File: config.mk
export PLATFORM = sky130hd
export DESIGN_NAME = img_stream_gen
export DESIGN_NICKNAME = d
export VERILOG_FILES = /design/src/rtl/img_stream_pkg.sv /design/src/rtl/img_stream_timing.sv /design/src/rtl/img_stream_gen.sv
export SDC_FILE = /design/constraint.sdc
export NUM_CORES = 1
export LEC_CHECK = 0
export CAP_MARGIN = 20
export CORE_MARGIN = 1.5
export CORE_UTILIZATION = 30
export DETAILED_ROUTE_END_ITERATION = 8
export SLEW_MARGIN = 20
export SYNTH_ARGS = -nofsm -noshare
export SYNTH_HDL_FRONTEND = slang
export SYNTH_SLANG_ARGS = --single-unit
File: constraint.sdc
create_clock -name clk -period 5.8 [get_ports clk]
set_input_delay 0.58 -clock clk [delete_from_list [all_inputs] [get_ports clk]]
set_output_delay 0.58 -clock clk [all_outputs]
set_load 0.02 [all_outputs]
File: src/rtl/img_stream_pkg.sv
// Shared types, pattern codes and timing helpers for the image stream generator.
package img_stream_pkg;

    typedef enum logic [2:0] {
        ST_IDLE,
        ST_VSYNC,
        ST_V_BACK,
        ST_ACTIVE,
        ST_V_FRONT
    } state_t;

    localparam logic [1:0] PAT_EXT   = 2'd0;
    localparam logic [1:0] PAT_HRAMP = 2'd1;
    localparam logic [1:0] PAT_VRAMP = 2'd2;
    localparam logic [1:0] PAT_CHECK = 2'd3;

    function automatic int h_total(input int hdisp, input int hblank);
        return hdisp + hblank;
    endfunction

    function automatic int v_total(input int vs, input int vb, input int vd, input int vf);
        return vs + vb + vd + vf;
    endfunction

    function automatic int max_lines(input int a, input int b, input int c, input int d);
        int m;
        m = a;
        if (b > m) m = b;
        if (c > m) m = c;
        if (d > m) m = d;
        return m;
    endfunction

    function automatic int cnt_width(input int n);
        return $clog2(n) + 1;
    endfunction

endpackage

File: src/rtl/img_stream_timing.sv
// Frame timing FSM with pixel and line counters; produces raw sync/active strobes.
// state      | meaning
// ST_IDLE    | waiting for enable, counters held at 0
// ST_VSYNC   | sync lines, vs_int high
// ST_V_BACK  | blank lines before the first active line
// ST_ACTIVE  | active lines, hr_int high for the first IMG_HDISP clocks
// ST_V_FRONT | blank lines after the last active line; frame ends here
module img_stream_timing
    import img_stream_pkg::*;
#(
    parameter int IMG_HDISP   = 640,
    parameter int IMG_VDISP   = 480,
    parameter int H_BLANK     = 160,
    parameter int VSYNC_LINES = 2,
    parameter int V_BACK      = 20,
    parameter int V_FRONT     = 10,
    parameter int HW          = cnt_width(h_total(IMG_HDISP, H_BLANK)),
    parameter int LW          = cnt_width(max_lines(VSYNC_LINES, V_BACK, IMG_VDISP, V_FRONT))
) (
    input  logic          clk,
    input  logic          rst,
    input  logic          enable,
    output logic          vs_int,
    output logic          hr_int,
    output logic [HW-1:0] x,
    output logic [LW-1:0] y,
    output logic          frame_start,
    output logic          frame_end,
    output logic          busy
);

    localparam int H_TOTAL = h_total(IMG_HDISP, H_BLANK);

    state_t        state;
    state_t        state_nx;
    logic [HW-1:0] h_cnt;
    logic [LW-1:0] line_cnt;
    logic          line_end;

    assign line_end = (h_cnt == HW'(H_TOTAL - 1));

    always_comb begin
        state_nx    = state;
        frame_start = 1'b0;
        frame_end   = 1'b0;
        case (state)
            ST_IDLE: begin
                if (enable) begin
                    state_nx    = ST_VSYNC;
                    frame_start = 1'b1;
                end
            end
            ST_VSYNC: begin
                if (line_end && line_cnt == LW'(VSYNC_LINES - 1)) state_nx = ST_V_BACK;
            end
            ST_V_BACK: begin
                if (line_end && line_cnt == LW'(V_BACK - 1)) state_nx = ST_ACTIVE;
            end
            ST_ACTIVE: begin
                if (line_end && line_cnt == LW'(IMG_VDISP - 1)) state_nx = ST_V_FRONT;
            end
            ST_V_FRONT: begin
                if (line_end && line_cnt == LW'(V_FRONT - 1)) begin
                    frame_end = 1'b1;
                    // back-to-back frames restart immediately with no gap clocks
                    if (enable) begin
                        state_nx    = ST_VSYNC;
                        frame_start = 1'b1;
                    end else begin
                        state_nx = ST_IDLE;
                    end
                end
            end
            default: state_nx = ST_IDLE;
        endcase
    end

    always_ff @(posedge clk or posedge rst) begin
        if (rst) begin
            state    <= ST_IDLE;
            h_cnt    <= '0;
            line_cnt <= '0;
        end else begin
            state <= state_nx;
            if (state == ST_IDLE || line_end) h_cnt <= '0;
            else                               h_cnt <= h_cnt + 1'b1;
            if (state == ST_IDLE || state_nx != state) line_cnt <= '0;
            else if (line_end)                         line_cnt <= line_cnt + 1'b1;
        end
    end

    assign vs_int = (state == ST_VSYNC);
    assign hr_int = (state == ST_ACTIVE) && (h_cnt < HW'(IMG_HDISP));
    assign x      = h_cnt;
    assign y      = line_cnt;
    assign busy   = (state != ST_IDLE);

endmodule

File: src/rtl/img_stream_gen.sv
// CMOS-style vsync/href/data stream source with external or built-in test-pattern pixels.
module img_stream_gen
    import img_stream_pkg::*;
#(
    parameter int DATA_WIDTH  = 8,
    parameter int IMG_HDISP   = 640,
    parameter int IMG_VDISP   = 480,
    parameter int H_BLANK     = 160,
    parameter int VSYNC_LINES = 2,
    parameter int V_BACK      = 20,
    parameter int V_FRONT     = 10
) (
    input  logic                  clk,
    input  logic                  rst,
    input  logic                  enable,
    input  logic [1:0]            pattern_mode,
    output logic                  src_rd_en,
    input  logic [DATA_WIDTH-1:0] src_data,
    output logic                  out_frame_vsync,
    output logic                  out_frame_href,
    output logic [DATA_WIDTH-1:0] out_img_data,
    output logic                  frame_done,
    output logic                  busy
);

    localparam int HW = cnt_width(h_total(IMG_HDISP, H_BLANK));
    localparam int LW = cnt_width(max_lines(VSYNC_LINES, V_BACK, IMG_VDISP, V_FRONT));

    logic                  vs_int;
    logic                  hr_int;
    logic [HW-1:0]         x;
    logic [LW-1:0]         y;
    logic                  frame_start;
    logic                  frame_end;
    logic [1:0]            mode_r;
    logic [31:0]           x_ext;
    logic [31:0]           y_ext;
    logic [DATA_WIDTH-1:0] pat;
    logic [DATA_WIDTH-1:0] pat_r;
    logic                  href_r;
    logic                  vsync_r;

    img_stream_timing #(
        .IMG_HDISP  (IMG_HDISP),
        .IMG_VDISP  (IMG_VDISP),
        .H_BLANK    (H_BLANK),
        .VSYNC_LINES(VSYNC_LINES),
        .V_BACK     (V_BACK),
        .V_FRONT    (V_FRONT),
        .HW         (HW),
        .LW         (LW)
    ) u_timing (
        .clk        (clk),
        .rst        (rst),
        .enable     (enable),
        .vs_int     (vs_int),
        .hr_int     (hr_int),
        .x          (x),
        .y          (y),
        .frame_start(frame_start),
        .frame_end  (frame_end),
        .busy       (busy)
    );

    // widened so the checkerboard bit exists even for tiny counters
    assign x_ext = 32'(x);
    assign y_ext = 32'(y);

    always_comb begin
        pat = '0;
        case (mode_r)
            PAT_HRAMP: pat = DATA_WIDTH'(x_ext);
            PAT_VRAMP: pat = DATA_WIDTH'(y_ext);
            PAT_CHECK: pat = (x_ext[3] ^ y_ext[3]) ? '1 : '0;
            default:   pat = '0;
        endcase
    end

    always_ff @(posedge clk or posedge rst) begin
        if (rst) begin
            mode_r  <= PAT_EXT;
            href_r  <= 1'b0;
            vsync_r <= 1'b0;
            pat_r   <= '0;
        end else begin
            if (frame_start) mode_r <= pattern_mode;
            href_r  <= hr_int;
            vsync_r <= vs_int;
            pat_r   <= hr_int ? pat : '0;
        end
    end

    assign src_rd_en       = hr_int && (mode_r == PAT_EXT);
    assign out_frame_href  = href_r;
    assign out_frame_vsync = vsync_r;
    // external pixel arrives one clock after the read, aligned with href_r
    assign out_img_data    = !href_r ? '0 : ((mode_r == PAT_EXT) ? src_data : pat_r);
    assign frame_done      = frame_end;

endmodule

Yosys cells after proc, flatten, opt, wreduce, memory -nomap -nowiden. Index checks and enable logic that the tools add are counted. Widths: inputs -> output; s select.

Output and inout port bits: 13. Flip-flop bits (word level): 36. Logic and storage cells: 56.

Bitwise gates (word level): 1. Muxes and demuxes: 20. Reductions and logical operators: 12. Add/sub/neg operators: 2. $lt $le $gt $ge: 1. Equal/unequal tests: 13.

Operator list (number): $mux 8 (4); $pmux 8 s3 (1); $mux 10 (2); $mux 3 (5); $pmux 3 s5 (1); $add 11x1->11 const B (1); $eq 11x10->1 const B (1); $lt 11x10->1 const B (1); $mux 11 (1); $add 10x1->10 const B (1); $eq 10x1->1 const B (1); $eq 10x4->1 const B (1); $eq 10x5->1 const B (1); $eq 10x9->1 const B (1); $eq 3x2->1 const B (2); $logic_and 1x1->1 (6); $mux 1 (5); $eq 2x2->1 const B (2); $eq 3x1->1 const B (1); $eq 3x3->1 const B (1); $logic_not 3->1 (1); $ne 3x3->1 (1); $reduce_bool 3->1 (1); $eq 2x1->1 const B (1); 5 further kinds (6).

Longest topological paths before layout. Gate-level depths: netlist (run 1).

Depth after elaboration: 7. Mapped depth: 8.

By module. From an unflattened synthesis (run 1), not the netlist that was laid out.

Cells, all modules: 233. Area total of the unflattened synthesis: 2065.7 µm².

By module, submodules not included: img_stream_timing (cells an instance 157, area an instance 1405.1 µm², times used 1, seq. area each 600.6 µm²); img_stream_gen (cells an instance 76, area an instance 660.6 µm², times used 1, seq. area each 300.3 µm²).

Worst setup path after synthesis (run 1). OpenSTA, ideal clock, no wires.

Kind: flip-flop to flip-flop. Start point: register u_timing.h_cnt[0] (netlist: u_timing.x[0]). End point: register u_timing.line_cnt[1] (netlist: u_timing.y[1]). Path buffers: 1. Clock period less this slack: 2.516 ns. Arrival: 2.409 ns. Cell stages (with the launch flop): 9. Path slack: 3.284 ns. Cell sequence: dfrtp_1 ha_1 and4_1 buf_6 nand4_4 o21a_1 or4_4 mux2_4 a2111oi_4.

Word-level cells in the longest chain between the ends: 7. Elaborated cells between the ends (all ways): 14.

RTL lines: start, declared (RTL line img_stream_timing.sv:36) `logic [HW-1:0] h_cnt;`; start signal, assigned (RTL line img_stream_timing.sv:86) `else h_cnt <= h_cnt + 1'b1;`; $eq 11x10->1 * (RTL line img_stream_timing.sv:40) `assign line_end = (h_cnt == HW'(H_TOTAL - 1));`; $logic_and 1x1->1 (on tied branches); $mux 3 (on tied branches); $pmux 3 s5 * (RTL line img_stream_timing.sv:46) `case (state)`; via u_timing.state_nx[0] (RTL line img_stream_timing.sv:35) `state_t state_nx;`; $ne 3x3->1 * (RTL line img_stream_timing.sv:87) `if (state == ST_IDLE || state_nx != state) line_cnt <= '0;`; $logic_or 1x1->1 * (RTL line img_stream_timing.sv:87); $mux 10 or $reduce_bool 2->1 (tied branches); end signal, assigned (RTL line img_stream_timing.sv:88) `else if (line_end) line_cnt <= line_cnt + 1'b1;`; end, declared (RTL line img_stream_timing.sv:37) `logic [LW-1:0] line_cnt;`.

The timed path passes the listed nets; every way through them passes the cells marked *. A chain may end at the register's enable or synchronous reset.

Worst setup path in the final report (run 1).
Start point: register u_timing.h_cnt[0] (netlist: u_timing.x[0]). End point: output port frame_done.

Word-level cells in the longest chain between the ends: 4.

RTL lines: $eq 11x10->1 (RTL line img_stream_timing.sv:40); $logic_and 1x1->1 (RTL line img_stream_timing.sv:63) `if (line_end && line_cnt == LW'(V_FRONT - 1)) begin`; $mux 1 (RTL line img_stream_timing.sv:63); $mux 1 (RTL line img_stream_timing.sv:46); end, declared (RTL line img_stream_gen.sv:22) `output logic frame_done,`.

Every way passes these cells.

==> results of run 1 <==
==> critical path, delay by kind of cell, from the launching register on <==
kind / cells / cell delay [ns]
fa+ha+maj: 1 / 0.21
flops: 1 / 0.40
simple gates: 4 / 1.08
buf+inv: 1 / 0.64
==> area by class of cell <==
type                    instances  area share [%]
flip-flops and latches         36           35.24
clock buffers                   7           3.377
repair buffers                 26           10.08
multi-input cells             177           43.66
clock inverters                 1          0.2937
well taps                      96           4.699
inverters                      18           2.643
==> sequential cells by signal (all words and copies together), names as in the netlist <==
register,flops
mode_r,2
out_frame_href,1
out_frame_vsync,1
pat_r,8
u_timing.state,3
u_timing.x,11
u_timing.y,10
==> cells by family (layout without fill, tap and decap cells) <==
group                      after synthesis  in the layout  synth area share (%)
and+or+nand+nor                        105            105                 26.40
AOI/OAI and AO/OA                       48             48                 14.65
DFF                                     36             36                 41.86
buffers and inverters                   30             52                 6.279
xor gates and xnor gates                18             18                 7.326
adders and majority gates                3              3                 1.744
muxes                                    3              3                 1.744
==> through the flow <==
step / util [%] / instance area, um2 / power [mW] / instances
2_1_floorplan: - / 2152 / 0.3926 / 243
3_3_place_gp: 35.85 / 2462 / 0.4216 / 353
3_5_place_dp: 35.85 / 2462 / 0.4209 / 353
4_1_cts: 37.21 / 2556 / 0.6112 / 361
5_1_grt: 37.21 / 2556 / 0.6444 / 361
6_report: 37.21 / 2556 / 0.6043 / 361
==> worst min path at each step <==
| stage | slack [ns] | to | startpoint | depth (start not counted) |
|---|---|---|---|---|
| after floorplan | 0.48 | u_timing.x[0] | u_timing.x[0] | 1 |
| after global placement | 0.49 | u_timing.x[0] | u_timing.x[0] | 1 |
| after detailed placement | 0.51 | u_timing.x[0] | u_timing.x[0] | 1 |
| after CTS | 0.52 | u_timing.x[0] | u_timing.x[0] | 1 |
| after global routing | 0.57 | u_timing.x[0] | u_timing.x[0] | 1 |
| final | 0.51 | u_timing.x[0] | u_timing.x[0] | 1 |
==> layout by cell type, fill, tap and decap left out, types with 4 or more instances in the layout <==
cell,netlist,final
sky130_fd_sc_hd__clkdlybuf4s50_1,0,25
sky130_fd_sc_hd__clkbuf_8,1,6
sky130_fd_sc_hd__a22oi_1,7,7
sky130_fd_sc_hd__a21boi_0,8,8
sky130_fd_sc_hd__nand2_1,22,22
sky130_fd_sc_hd__inv_1,18,18
sky130_fd_sc_hd__xor2_1,5,5
sky130_fd_sc_hd__dfrtp_1,36,36
sky130_fd_sc_hd__a21oi_1,4,4
sky130_fd_sc_hd__xnor2_1,13,13
sky130_fd_sc_hd__nand3_1,8,8
sky130_fd_sc_hd__nor2_1,32,32
sky130_fd_sc_hd__nor3_1,10,10
sky130_fd_sc_hd__nand4_1,8,8
sky130_fd_sc_hd__o21ai_0,24,24
==> cells in the mapped netlist, types with 7 or more instances <==
library cell,n
sky130_fd_sc_hd__o21ai_0,24
sky130_fd_sc_hd__nor3_1,10
sky130_fd_sc_hd__clkbuf_1,8
sky130_fd_sc_hd__inv_1,18
sky130_fd_sc_hd__nand3_1,8
sky130_fd_sc_hd__nand4_1,8
sky130_fd_sc_hd__a22oi_1,7
sky130_fd_sc_hd__nand2_1,22
sky130_fd_sc_hd__xnor2_1,13
sky130_fd_sc_hd__dfrtp_1,36
sky130_fd_sc_hd__a21boi_0,8
sky130_fd_sc_hd__nor2_1,32
==> where the power goes <==
part	switching [mW]	internal (mW)	total (mW)	leakage, nW
registers	0.0448	0.269	0.314	0.482
clock network	0.0923	0.0966	0.189	0.0445
logic	0.0513	0.0501	0.101	0.493
==> routing by layer <==
metal	GRT usage [%]	up-vias	share of wire, %
li1	-	879	-
met1	17.17	792	47
met2	21.05	38	44
met3	3.393	10	5.6
met4	6.494	0	3.2
met5	0	-	0
==> reports/results.tsv, run 1 <==
stage	metric	value	unit
finish	flip-flop and latch area	900.9	um2
finish	# diodes	0	
yosys	top post-synthesis cells by area	sky130_fd_sc_hd__dfrtp_1 (42%), sky130_fd_sc_hd__o21ai_0 (5.6%), sky130_fd_sc_hd__nor2_1 (5.6%)	
clock_network	cts bufs inserted	5	
setup_path	Crit Path Class	reg -> out	
finish	fill count	694	
yosys	area fraction of the dominant cell type after synthesis	41.86	%
grt	via count of the first global-routing pass	1651	
timing	final setup slack of the worst path	2.592	ns
setup_path	Critical Path End Type	output port	
floorplanning	effective utilization at floorplan	31.33	%
job	max-capacitance violation count	0	
clock_network	Post CTS Setup Buffer Count	0	
drt	iteration count of the initial detailed-routing pass	4	
placement	last weighted congestion value of the routability-driven placer	0.8225	
timing	highest achievable clock rate	311.7	MHz
grt	initial antenna violation count	0	
timing	actual transition at the worst max-transition pin	0.7882	ns
yosys	post-synthesis async set-or-reset flop share	100.0	%
setup_path	CP Launch Point	u_timing.x[0]	
yosys	syn_nets	259	
clock_network	CTS clock-pin slew for the worst setup and hold paths	0.08	ns
setup_path	terminus of the critical flop-to-flop path	u_timing.y[1]	
finish	total area of multi-input combinational cells	1116	um2
grt	global-route wire length before repair	7852	um
setup_path	reg2reg setup slack	2.94	ns
clock_network	TritonCTS clock tree	yes	
floorplanning	core outline area	6869	um2
timing	worst hold slack across all endpoints	0.5072	ns
setup_path	CP Data Required Time	5.22	ns
yosys	Post-Syn Area per Cell	8.856	um2
floorplanning	count of boundary I/O pins	26	
setup_path	CP endpoint	frame_done	
clock_network	H-tree depth reported by CTS	2	
floorplanning	die outline area	7690	um2
yosys	library cell with the largest summed area after synthesis	sky130_fd_sc_hd__dfrtp_1	
finish	Area Overhead vs Synth	18.78	%
timing	time the worst path needs with I/O delays and setup	3.208	ns
setup_path	Worst Path Max Fanout	6	
setup_path	worst r2r src	u_timing.y[1]	
timing	final critical-path share of the clock period	55.31	%
timing	Finish-stage setup viols	0	
timing	final count of pins violating max slew	0	
clock_network	Clock Sinks	36	
drt	drt initial violations	64	
yosys	Cell variety after synth	48	
floorplanning	horizontal extent of the die	87.70	um
setup_path	Crit path arrival time	2.63	ns
power	IR Drop Worst-Case VDD	103.6	uV
clock_network	cts-stage hold buffer count	0	
placement	post-placement worst setup slack	2.837	ns
grt	largest net degree at the start of global routing	37	
yosys	yosys warns	0	
setup_path	number of cells on the worst reg-to-reg path	8	
timing	setup clock skew after layout	0.008937	ns
drt	Post-DRT Antenna Nets	0	
power	leakage dissipation	1.020	nW
yosys	top_reg_cell synth	sky130_fd_sc_hd__dfrtp_1	
finish	final net count	280	
setup_path	highest-delay cell along the critical path	sky130_fd_sc_hd__clkdlybuf4s50_1	
drt	DR DRC count	0	
drt	total via count in the routed design	1719	
setup_path	worst stage delay on the critical path	0.64	ns
drt	routed wire length	4581	um
clock_network	root buffer cell	sky130_fd_sc_hd__clkbuf_8	
timing	final hold violations	0	
finish	layout cells sized above 1	8.302	%
placement	placed wire-length estimate	3284	um
timing	worst slew margin relative to its limit	47.36	%
grt	All-Layer GR Usage	13.39	%
setup_path	sequence of cells on the critical path	ha_1, and4_1, nand2_1, nor3_1, nor3b_1, clkdlybuf4s50_1	
hold_path	worst min path class	reg -> reg	
setup_path	type of origin of the critical path	flop	
yosys	number of enable flip-flop cells after synthesis	0	
yosys	synthesized netlist cell count	243	
timing	unrepaired setup endpoints after global routing	no	
power	pwr/cell area	236.4	nW/um2
clock_network	cells resized by post-CTS repair	0	
outcome	result of the run	finished, final reports clean	
clock_network	maximum root-to-sink buffer count	2	
placement	number of buffers inserted by port buffering	25	
yosys	cell area after synthesis	2152	um2
drt	per-cell via count in the routed design	4.762	
yosys	flops & latches, synth	36	
grt	total congestion overflow after global routing	0	
timing	Post-Route Setup TNS	0	ns
clock_network	Clk Latency, worst-skew pair	0.29	ns
yosys	share of synthesized area occupied by flip-flops and latches	41.86	%
floorplanning	height of the die	87.70	um
drt	DR WL/cell	12.69	um
floorplanning	FP Rows	30	
Power figures use the tool's default switching activity.
==> inputs of run 2 (changes only) <==
==> constraint.sdc (replaced) <==
create_clock -name clk -period 2.9 [get_ports clk]
set_input_delay 0.29 -clock clk [delete_from_list [all_inputs] [get_ports clk]]
set_output_delay 0.29 -clock clk [all_outputs]
set_load 0.02 [all_outputs]
==> reports/results.tsv, run 2 (synthesis gave the netlist of run 1 again) <==
stage	metric	value	unit
timing	Post-Route Setup TNS	0	ns
timing	Finish-stage setup viols	0	
timing	final hold violations	0	
finish	leading cell type in the layout, fill and taps excluded	sky130_fd_sc_hd__dfrtp_1	
finish	fill count	694	
power	Power Total	1.183	mW
drt	total via count in the routed design	1747	
hold_path	worst min path class	in -> async	
finish	Area Overhead vs Synth	20.12	%
timing	final count of pins violating max slew	0	
finish	# diodes	0	
floorplanning	count of boundary I/O pins	26	
timing	setup clock skew after layout	0.009857	ns
floorplanning	FP Rows	30	
clock_network	Post CTS Setup Buffer Count	0	
floorplanning	core outline area	6869	um2
grt	total congestion overflow after global routing	0	
finish	most frequent cells in the layout	sky130_fd_sc_hd__dfrtp_1 (36), sky130_fd_sc_hd__nor2_1 (32), sky130_fd_sc_hd__o21ai_0 (24), sky130_fd_sc_hd__clkdlybuf4s50_1 (24), sky130_fd_sc_hd__nand2_1 (22)	
finish	final net count	286	
drt	per-cell via count in the routed design	4.773	
job	max-capacitance violation count	0	
finish	total area of multi-input combinational cells	1117	um2
setup_path	reg2reg setup slack	0.19	ns
clock_network	TritonCTS clock tree	yes	
floorplanning	horizontal extent of the die	87.70	um
setup_path	worst stage delay on the critical path	0.55	ns
timing	unrepaired setup endpoints after global routing	no	
timing	highest achievable clock rate	369.4	MHz
placement	number of buffers inserted by port buffering	25	
outcome	result of the run	finished, final reports clean	
placement	last weighted congestion value of the routability-driven placer	0.8416	
clock_network	Clk Latency, worst-skew pair	0.29	ns
setup_path	Critical Path End Type	flop	
finish	flip-flop and latch area	900.9	um2
timing	time the worst path needs with I/O delays and setup	2.707	ns
drt	DR WL/cell	12.51	um
grt	via count of the first global-routing pass	1647	
clock_network	H-tree depth reported by CTS	2	
drt	routed wire length	4577	um
finish	cell area after layout	2585	um2
floorplanning	die outline area	7690	um2
setup_path	Crit Path Class	reg -> reg	
finish	number of flip-flops under the largest register name	11	
floorplanning	height of the die	87.70	um
power	IR Drop Worst-Case VDD	172.1	uV
floorplanning	effective utilization at floorplan	31.33	%
clock_network	root buffer cell	sky130_fd_sc_hd__clkbuf_8	
grt	most crowded layer after global routing	met2	
clock_network	cts-stage hold buffer count	0	
drt	DR DRC count	0	
timing	actual transition at the worst max-transition pin	0.5162	ns
clock_network	CTS clock-pin slew for the worst setup and hold paths	0.07	ns
grt	global-route met2 utilization	22.59	%
grt	met1 Track Usage GR	16.59	%
grt	global-route wire length before repair	7955	um
clock_network	cts bufs inserted	5	
power	pwr/cell area	457.7	nW/um2
grt	largest net degree at the start of global routing	37	
grt	initial antenna violation count	0	
placement	placed wire-length estimate	3309	um
setup_path	worst r2r src	u_timing.x[0]	
setup_path	CP Launch Point	u_timing.x[0]	
clock_network	cells resized by post-CTS repair	2	
setup_path	type of origin of the critical path	flop	
clock_network	Clock Sinks	36	
finish	non-filler cells, final	366	
setup_path	Worst Path Max Fanout	7	
placement	Cells after DPL	359	
drt	drt initial violations	81	
setup_path	highest-delay cell along the critical path	sky130_fd_sc_hd__or4_4	
power	leakage dissipation	1.051	nW
grt	met3 routing resource usage after global routing	3.393	%
drt	iteration count of the initial detailed-routing pass	4	
grt	All-Layer GR Usage	13.50	%
drt	Post-DRT Antenna Nets	0	
timing	final critical-path share of the clock period	93.34	%
timing	worst slew margin relative to its limit	65.27	%
placement	Placement Cell Area	2507	um2
setup_path	Crit path arrival time	2.89	ns
setup_path	sequence of cells on the critical path	ha_1, and4_2, nand4_4, o21a_1, or4_4, mux2_4, a2111oi_4	
finish	core occupancy in the finished layout	37.63	%
clock_network	maximum root-to-sink buffer count	2	
setup_path	CP Data Required Time	3.08	ns
finish	layout cells sized above 1	10.37	%
[run 2: final timing paths]
kind / cells after the start / end
worst min register to register: 1 / u_timing.x[0]
worst min-delay path: 3 / pat_r[6]
worst max-delay path: 7 / u_timing.y[1]
max in group asynchronous: 3 / u_timing.x[4]
min in group clk: 1 / u_timing.x[0]
worst max register to register: 7 / u_timing.y[1]
[run 2: power by group]
part           internal (mW)  switching (mW)
Combinational          0.113           0.153
Sequential             0.540          0.0430
Clock                  0.163           0.171
[run 2: critical path, delay by kind of cell, from the launching register on]
family                   cells  cell delay [ns]
AND/OR/NAND/NOR              3             1.06
AO/OA/AOI/OAI                2             0.56
flip-flops                   1             0.41
multiplexers                 1             0.35
adder cells (fa/ha/maj)      1             0.22
[run 2: area by class of cell]
cell class,instances,share of cell area (%)
Tap cell,96,4.647
Multi-Input combinational cell,177,43.22
Clock buffer,6,2.807
Clock inverter,1,0.1936
Inverter,18,2.614
Timing Repair Buffer,32,11.67
Sequential cell,36,34.85
[run 2: stage by stage]
step,worst slack (ns),hold WS (ns)
after floorplan,0.3842,0.4416
after global placement,0.2386,0.4950
after detailed placement,0.1677,0.5060
after CTS,0.1919,0.4222
after global routing,0.08048,0.4542
final,0.1931,0.4063
[run 2: layer usage]
metal	vias up	wire length [um]
met5	-	0
li1	890	-
met1	808	2169
met4	0	92
met2	41	2122
met3	8	192
